<file path="src/rtl/dqs_rdlvl_ctrl.sv">
`default_nettype none
// ============================================================================
// Module      : dqs_rdlvl_ctrl
// Description : Multi-lane DQS read-leveling engine. Sweeps DQSBUFD dynamic
//               delay (and optionally polarity), tracks each lane's longest
//               passing window and centres every lane inside it.
// Revision    : 1.0 - initial release
// ============================================================================
module dqs_rdlvl_ctrl #(
    parameter int LANES     = 2,
    parameter int DLY_W     = 7,
    parameter int SETTLE    = 8,
    parameter int MIN_WIN   = 4,
    parameter int POL_SWEEP = 0,
    parameter int TIMEOUT   = 255
) (
    input  logic                   sclk,
    input  logic                   rst_n,
    input  logic                   cal_start,
    output logic                   cal_busy,
    output logic                   cal_done,
    output logic                   cal_timeout,
    output logic [LANES-1:0]       lane_fail,
    output logic                   rd_req,
    input  logic                   rd_ack,
    input  logic                   rd_vld,
    input  logic [LANES-1:0]       rd_pass,
    output logic [LANES*DLY_W-1:0] dyndelay,
    output logic [LANES-1:0]       dyndelpol
);

    localparam logic [3:0] c_st_idle   = 4'd0;
    localparam logic [3:0] c_st_setdly = 4'd1;
    localparam logic [3:0] c_st_settle = 4'd2;
    localparam logic [3:0] c_st_req    = 4'd3;
    localparam logic [3:0] c_st_wait   = 4'd4;
    localparam logic [3:0] c_st_update = 4'd5;
    localparam logic [3:0] c_st_finish = 4'd6;
    localparam logic [3:0] c_st_done   = 4'd7;
    localparam logic [3:0] c_st_fail   = 4'd8;

    // One counter serves both the settle wait and the read timeout.
    localparam int c_cnt_max = (SETTLE > TIMEOUT) ? SETTLE : TIMEOUT;
    localparam int c_cnt_w   = $clog2(c_cnt_max + 2);

    localparam logic [c_cnt_w-1:0] c_settle_last = (SETTLE > 0) ? c_cnt_w'(SETTLE - 1) : '0;
    localparam logic [c_cnt_w-1:0] c_timeout     = c_cnt_w'(TIMEOUT);
    localparam logic [c_cnt_w-1:0] c_cnt_one     = c_cnt_w'(1);
    localparam logic [DLY_W-1:0]   c_dly_max     = '1;
    localparam logic [DLY_W:0]     c_min_win     = (DLY_W + 1)'(MIN_WIN);
    localparam logic [DLY_W:0]     c_len_one     = (DLY_W + 1)'(1);

    logic [3:0]         r_state;
    logic [DLY_W-1:0]   r_dly;
    logic               r_pol;
    logic [c_cnt_w-1:0] r_cnt;
    logic               r_busy;
    logic               r_done;
    logic               r_timeout;
    logic               r_rd_req;
    logic [LANES-1:0]   r_pass;

    logic               w_start;
    logic               w_to_fail;
    logic               w_last;

    assign w_start   = (r_state == c_st_idle) && cal_start;
    assign w_last    = (r_dly == c_dly_max);
    // Timeout counts from the rd_req rise, through the ack phase and the wait for rd_vld.
    assign w_to_fail = (r_cnt >= c_timeout) &&
                       (((r_state == c_st_req) && !rd_ack) ||
                        ((r_state == c_st_wait) && !rd_vld));

    always_ff @(posedge sclk or negedge rst_n) begin
        if (!rst_n) begin
            r_state   <= c_st_idle;
            r_dly     <= '0;
            r_pol     <= 1'b0;
            r_cnt     <= '0;
            r_busy    <= 1'b0;
            r_done    <= 1'b0;
            r_timeout <= 1'b0;
            r_rd_req  <= 1'b0;
            r_pass    <= '0;
        end else if (w_to_fail) begin
            r_rd_req  <= 1'b0;
            r_busy    <= 1'b0;
            r_done    <= 1'b1;
            r_timeout <= 1'b1;
            r_state   <= c_st_fail;
        end else begin
            case (r_state)
                c_st_idle: begin
                    if (cal_start) begin
                        r_busy    <= 1'b1;
                        r_done    <= 1'b0;
                        r_timeout <= 1'b0;
                        r_dly     <= '0;
                        r_pol     <= 1'b0;
                        r_state   <= c_st_setdly;
                    end
                end
                c_st_setdly: begin
                    r_cnt   <= '0;
                    r_state <= c_st_settle;
                end
                c_st_settle: begin
                    if (r_cnt >= c_settle_last) begin
                        r_cnt    <= '0;
                        r_rd_req <= 1'b1;
                        r_state  <= c_st_req;
                    end else begin
                        r_cnt <= r_cnt + c_cnt_one;
                    end
                end
                c_st_req: begin
                    r_cnt <= r_cnt + c_cnt_one;
                    if (rd_ack) begin
                        r_rd_req <= 1'b0;
                        r_state  <= c_st_wait;
                    end
                end
                c_st_wait: begin
                    if (rd_vld) begin
                        r_pass  <= rd_pass;
                        r_state <= c_st_update;
                    end else begin
                        r_cnt <= r_cnt + c_cnt_one;
                    end
                end
                c_st_update: begin
                    if (!w_last) begin
                        r_dly   <= r_dly + 1'b1;
                        r_state <= c_st_setdly;
                    end else if ((POL_SWEEP != 0) && !r_pol) begin
                        r_pol   <= 1'b1;
                        r_dly   <= '0;
                        r_state <= c_st_setdly;
                    end else begin
                        r_state <= c_st_finish;
                    end
                end
                c_st_finish: begin
                    r_busy  <= 1'b0;
                    r_done  <= 1'b1;
                    r_state <= c_st_done;
                end
                c_st_done: r_state <= c_st_idle;
                c_st_fail: r_state <= c_st_idle;
                default:   r_state <= c_st_idle;
            endcase
        end
    end

    assign cal_busy    = r_busy;
    assign cal_done    = r_done;
    assign cal_timeout = r_timeout;
    assign rd_req      = r_rd_req;

    for (genvar i = 0; i < LANES; i++) begin : g_lane
        logic             r_open;
        logic [DLY_W-1:0] r_run_start;
        logic [DLY_W:0]   r_run_len;
        logic [DLY_W-1:0] r_best_start;
        logic [DLY_W:0]   r_best_len;
        logic             r_best_pol;
        logic [DLY_W-1:0] r_dd;
        logic             r_dp;
        logic             r_fail;

        logic             w_pass;
        logic             w_close;
        logic [DLY_W-1:0] w_ext_start;
        logic [DLY_W:0]   w_ext_len;

        // Run as it stands after this step; it closes on a miss or at the sweep end.
        always_comb begin
            w_pass      = r_pass[i];
            w_close     = (w_pass || r_open) && (!w_pass || w_last);
            w_ext_start = r_run_start;
            w_ext_len   = r_run_len;
            if (w_pass) begin
                if (r_open) begin
                    w_ext_len = r_run_len + c_len_one;
                end else begin
                    w_ext_start = r_dly;
                    w_ext_len   = c_len_one;
                end
            end
        end

        always_ff @(posedge sclk or negedge rst_n) begin
            if (!rst_n) begin
                r_open       <= 1'b0;
                r_run_start  <= '0;
                r_run_len    <= '0;
                r_best_start <= '0;
                r_best_len   <= '0;
                r_best_pol   <= 1'b0;
                r_dd         <= '0;
                r_dp         <= 1'b0;
                r_fail       <= 1'b0;
            end else begin
                if (w_start) begin
                    r_open       <= 1'b0;
                    r_run_start  <= '0;
                    r_run_len    <= '0;
                    r_best_start <= '0;
                    r_best_len   <= '0;
                    r_best_pol   <= 1'b0;
                    r_fail       <= 1'b0;
                end
                if (r_state == c_st_setdly) begin
                    r_dd <= r_dly;
                    r_dp <= r_pol;
                end
                if (r_state == c_st_update) begin
                    r_run_start <= w_ext_start;
                    r_run_len   <= w_ext_len;
                    r_open      <= w_pass && !w_last;
                    // Strictly longer only, so ties keep the earlier window.
                    if (w_close && (w_ext_len > r_best_len)) begin
                        r_best_start <= w_ext_start;
                        r_best_len   <= w_ext_len;
                        r_best_pol   <= r_pol;
                    end
                end
                if (r_state == c_st_finish) begin
                    if (r_best_len >= c_min_win) begin
                        r_dd <= r_best_start + r_best_len[DLY_W:1];
                        r_dp <= r_best_pol;
                    end else begin
                        r_fail <= 1'b1;
                        r_dd   <= '0;
                        r_dp   <= 1'b0;
                    end
                end
                if (w_to_fail) begin
                    r_fail <= 1'b1;
                    r_dd   <= '0;
                    r_dp   <= 1'b0;
                end
            end
        end

        assign dyndelay[i*DLY_W +: DLY_W] = r_dd;
        assign dyndelpol[i]               = r_dp;
        assign lane_fail[i]               = r_fail;
    end

endmodule
`default_nettype wire

</file>
<file path="config.mk">
export PLATFORM = sky130hd
export DESIGN_NAME = dqs_rdlvl_ctrl
export DESIGN_NICKNAME = d
export VERILOG_FILES = /design/src/rtl/dqs_rdlvl_ctrl.sv
export SDC_FILE = /design/constraint.sdc
export NUM_CORES = 1
export LEC_CHECK = 0
export BUFFER_PORTS_ARGS = -buffer_cell sky130_fd_sc_hd__buf_2
export CAP_MARGIN = 10
export CORE_ASPECT_RATIO = 1.5
export CORE_MARGIN = 8
export CORE_UTILIZATION = 35
export CTS_BUF_LIST = sky130_fd_sc_hd__clkbuf_4
export DETAILED_ROUTE_END_ITERATION = 8
export HOLD_SLACK_MARGIN = 0.12
export PLACE_DENSITY = 0.53
export SETUP_SLACK_MARGIN = 0.4
export SKIP_CTS_REPAIR_TIMING = 1
export SYNTH_ARGS = -nofsm -noshare
export SYNTH_HDL_FRONTEND = slang
export SYNTH_SLANG_ARGS = --single-unit
</file>
<file path="constraint.sdc">
create_clock -name sclk -period 2.82 [get_ports sclk]
set_clock_uncertainty 0.05 [all_clocks]
set_input_delay 0 -clock sclk [delete_from_list [all_inputs] [get_ports sclk]]
set_output_delay 0 -clock sclk [all_outputs]
set_load 0.01 [all_outputs]
</file>
==> results.yml <==
timing:
  relSlewSlack: 0.624
  max_freq_ghz: 0.390
  slew_violations: 0
  tightest_slew_ns: 0.562
  setup_violations: 0
  rsz0062_at_grt: "yes"
  hold_viol_final: 0
  hold_ws_ns: 0.338
  min_period_ns: 2.57
  fin_crit_sh: 0.910
  setup-tns-final_ns: 0
pwr:
  p_leak_nw: 3.60
  power_density_mw_per_mm2: 630
  ir_worst_vdd_mv: 0.207
  fin_total_pwr_mw: 4.69
placed_design:
  place_congestion: 0.850
  place_inst: 895
  port_buffers: 28
  hpwl_um: 11700
floorplanning:
  fp.dieW_um: 125
  rows: 60
  placeableCoreArea_sq_mm: 0.0178
  initial_core_util: 0.353
  die_h_um: 180
  ios: 29
  die_area_sq_mm: 0.0225
critical_path:
  critical_path_class: "flop to flop"
  crit_end: "g_lane[0].r_best_pol$_DFF_PN0_"
  arrival_ns: 2.88
  r2r_end: "g_lane[0].r_best_pol$_DFF_PN0_"
  cp-end-kind: "flop"
  rr_startpoint: "g_lane[0].r_run_len[1]$_DFFE_PN0P_"
  critPathMaxFanout: 7
  crit_path_start: "g_lane[0].r_run_len[1]$_DFFE_PN0P_"
  start_kind: "flop"
  reg2regPathDepth: 11
  cp.required_ns: 3.14
  reg2reg_setup_slack_ns: 0.25
drt:
  wl_um: 16400
  drc: 0
  wl_per_cell_um: 17.3
  drt_iter0_drc: 322
  firstDrtPassIters: 5
  vias: 5178
  via_per_inst: 5.46
  final_antenna_net_count: 0
synthesis:
  synthArstFlopShare: 1.00
  synth_nets: 699
  netlist.area_leader.share: 0.431
  synth_seq_cells: 108
  synth_cells: 657
  yosysMostFrequentCell: "dfrtp_1"
  synth_commonest_cells: "dfrtp_1 (108), nand2_1 (84), mux2i_1 (48)"
  ys_seq_area_frac: 0.431
  yosys-top-cells-area: "dfrtp_1 (43%), mux2i_1 (7.7%), ha_1 (6.6%)"
  yosysTopAreaCell: "dfrtp_1"
  ys_dominant_reg_cell: "dfrtp_1"
  synth_edf_count: 0
  ys_types: 63
  syn_area_per_cell_sq_um: 9.55
  synthesis.area_sq_mm: 0.00627
  yosys_warnings: 0
cts:
  cts_buffer_depth: 2
  clk_pin_slew_ns: 0.18
  cts.sink_count: 108
  clk-insertion-delay-late_ns: 0.47
  cts_buffers: 9
  htree_levels: 3
  cts_tree: "done"
  clock-root-buffer: "clkbuf_4"
run:
  cap_violations: 0
grt:
  first_global_vias: 5025
  antenna_found_initial: 1
  grt_max_degree: 52
  grt_usage: 0.141
  grt_overflow: 0
  grt_pass1_wl_um: 26000
layout:
  syn2layout_area_growth_pct: 18.7
  drive_gt1_frac: 0.222
  stdcell_count: 949
  nets: 768
worst_hold_path:
  hp-class: "input pin to flop"
run_status:
  status: "completed"
[metrics by stage]
stage | cell area (sq um) | utilization | setup WS [ns]
6_report | 7450 | 0.418 | 0.254
5_1_grt | 7450 | 0.418 | 0.0824
4_1_cts | 6940 | 0.390 | 0.178
3_5_place_dp | 6790 | 0.382 | 0.225
3_3_place_gp | 6790 | 0.382 | 0.254
2_1_floorplan | 6340 | - | 0.162
[cells by family (layout without fill, tap and decap cells)]
logic type | count (synthesis) | in the layout | share of synthesized area
xor gates and xnor gates | 18 | 18 | 0.0251
and+or+nand+nor | 221 | 221 | 0.176
other | 0 | 1 | 0
muxes | 50 | 50 | 0.0802
adders and majority gates | 35 | 35 | 0.0722
DFF | 108 | 108 | 0.431
AOI/OAI and AO/OA | 157 | 157 | 0.167
buffers and inverters | 68 | 142 | 0.0493
[cell type report]
| class | instances | area, sq um |
|---|---|---|
| Fill cell | 1715 | 10300 |
| Multi-Input combinational cell | 481 | 3470 |
| Sequential cell | 108 | 2710 |
| Timing Repair Buffer | 92 | 713 |
| Tap cell | 217 | 272 |
| Inverter | 34 | 128 |
| Clock inverter | 7 | 78.8 |
| Clock buffer | 9 | 67.6 |
| Antenna cell | 1 | 2.50 |
[how the worst min path moves through the flow]
stage               cells past startpoint  slack (ns)                       endpoint  startpoint
floorplan                               0       -0.35           cal_busy$_DFFE_PN0P_       rst_n
global placement                        1        0.01  g_lane[1].r_dd[2]$_DFFE_PN0P_       rst_n
detailed placement                      1        0.02           r_dly[5]$_DFFE_PN0P_       rst_n
CTS                                     1       -0.54           r_dly[5]$_DFFE_PN0P_       rst_n
global route                            5        0.38             rd_req$_DFFE_PN0P_      rd_ack
finish                                  5        0.34             rd_req$_DFFE_PN0P_      rd_ack
[cells in the final DEF, fill, tap and decap left out, types with 5 or more instances in the layout]
cell             n
xor2_1          10
o31ai_1         10
buf_4           49
buf_2           28
a221o_1          5
inv_1           30
o21ai_0         37
xnor2_1          8
ha_1            26
a21oi_2          5
a211oi_1         6
nand3_1         30
dfrtp_2          6
ha_4             6
a21oi_1         27
nand2b_1         5
and3_1          10
clkbuf_4         9
o22ai_1         16
nor3_1           6
and2_1           5
nor2_1          26
mux2i_1         47
dfrtp_1        102
o211ai_1         7
a21o_1           7
nand2_1         83
dlygate4sd3_1    9
nand4_1         10
nor2b_1         14
[per-layer routing]
layer  wire (um)  GRT usage  up-vias
met5           0          0        -
met1        7130      0.170     2581
met4         297     0.0523        0
met3         446     0.0201       18
li1            -          -     2484
met2        8560      0.249       95
[worst max-delay path, stage by stage (launching register included)]
cell	delay [ns]
dfrtp_1	0.46
nand4_1	0.21
or3_1	0.39
a21o_1	0.20
inv_2	0.07
ha_4	0.20
nand4_1	0.11
nor2_1	0.06
nor3_1	0.18
o211ai_1	0.16
buf_4	0.20
and3_1	0.17
[sequential cells by signal (all words and copies together) (netlist names)]
name	flops
r_state	4
g_lane.r_best_pol	2
g_lane.r_best_start	14
cal_done	1
g_lane.r_dp	2
r_cnt	9
g_lane.r_run_start	14
rd_req	1
g_lane.r_open	2
cal_busy	1
g_lane.r_best_len	16
g_lane.r_fail	2
r_dly	7
r_pass	2
g_lane.r_dd	14
g_lane.r_run_len	16
cal_timeout	1
[where the power goes]
part	leakage [nW]	internal [mW]	switching, mW
Clock	0.0790	0.214	0.591
Sequential	1.47	1.74	0.242
Combinational	2.04	0.828	1.08
No activity file was read; power rests on OpenSTA's default activity.
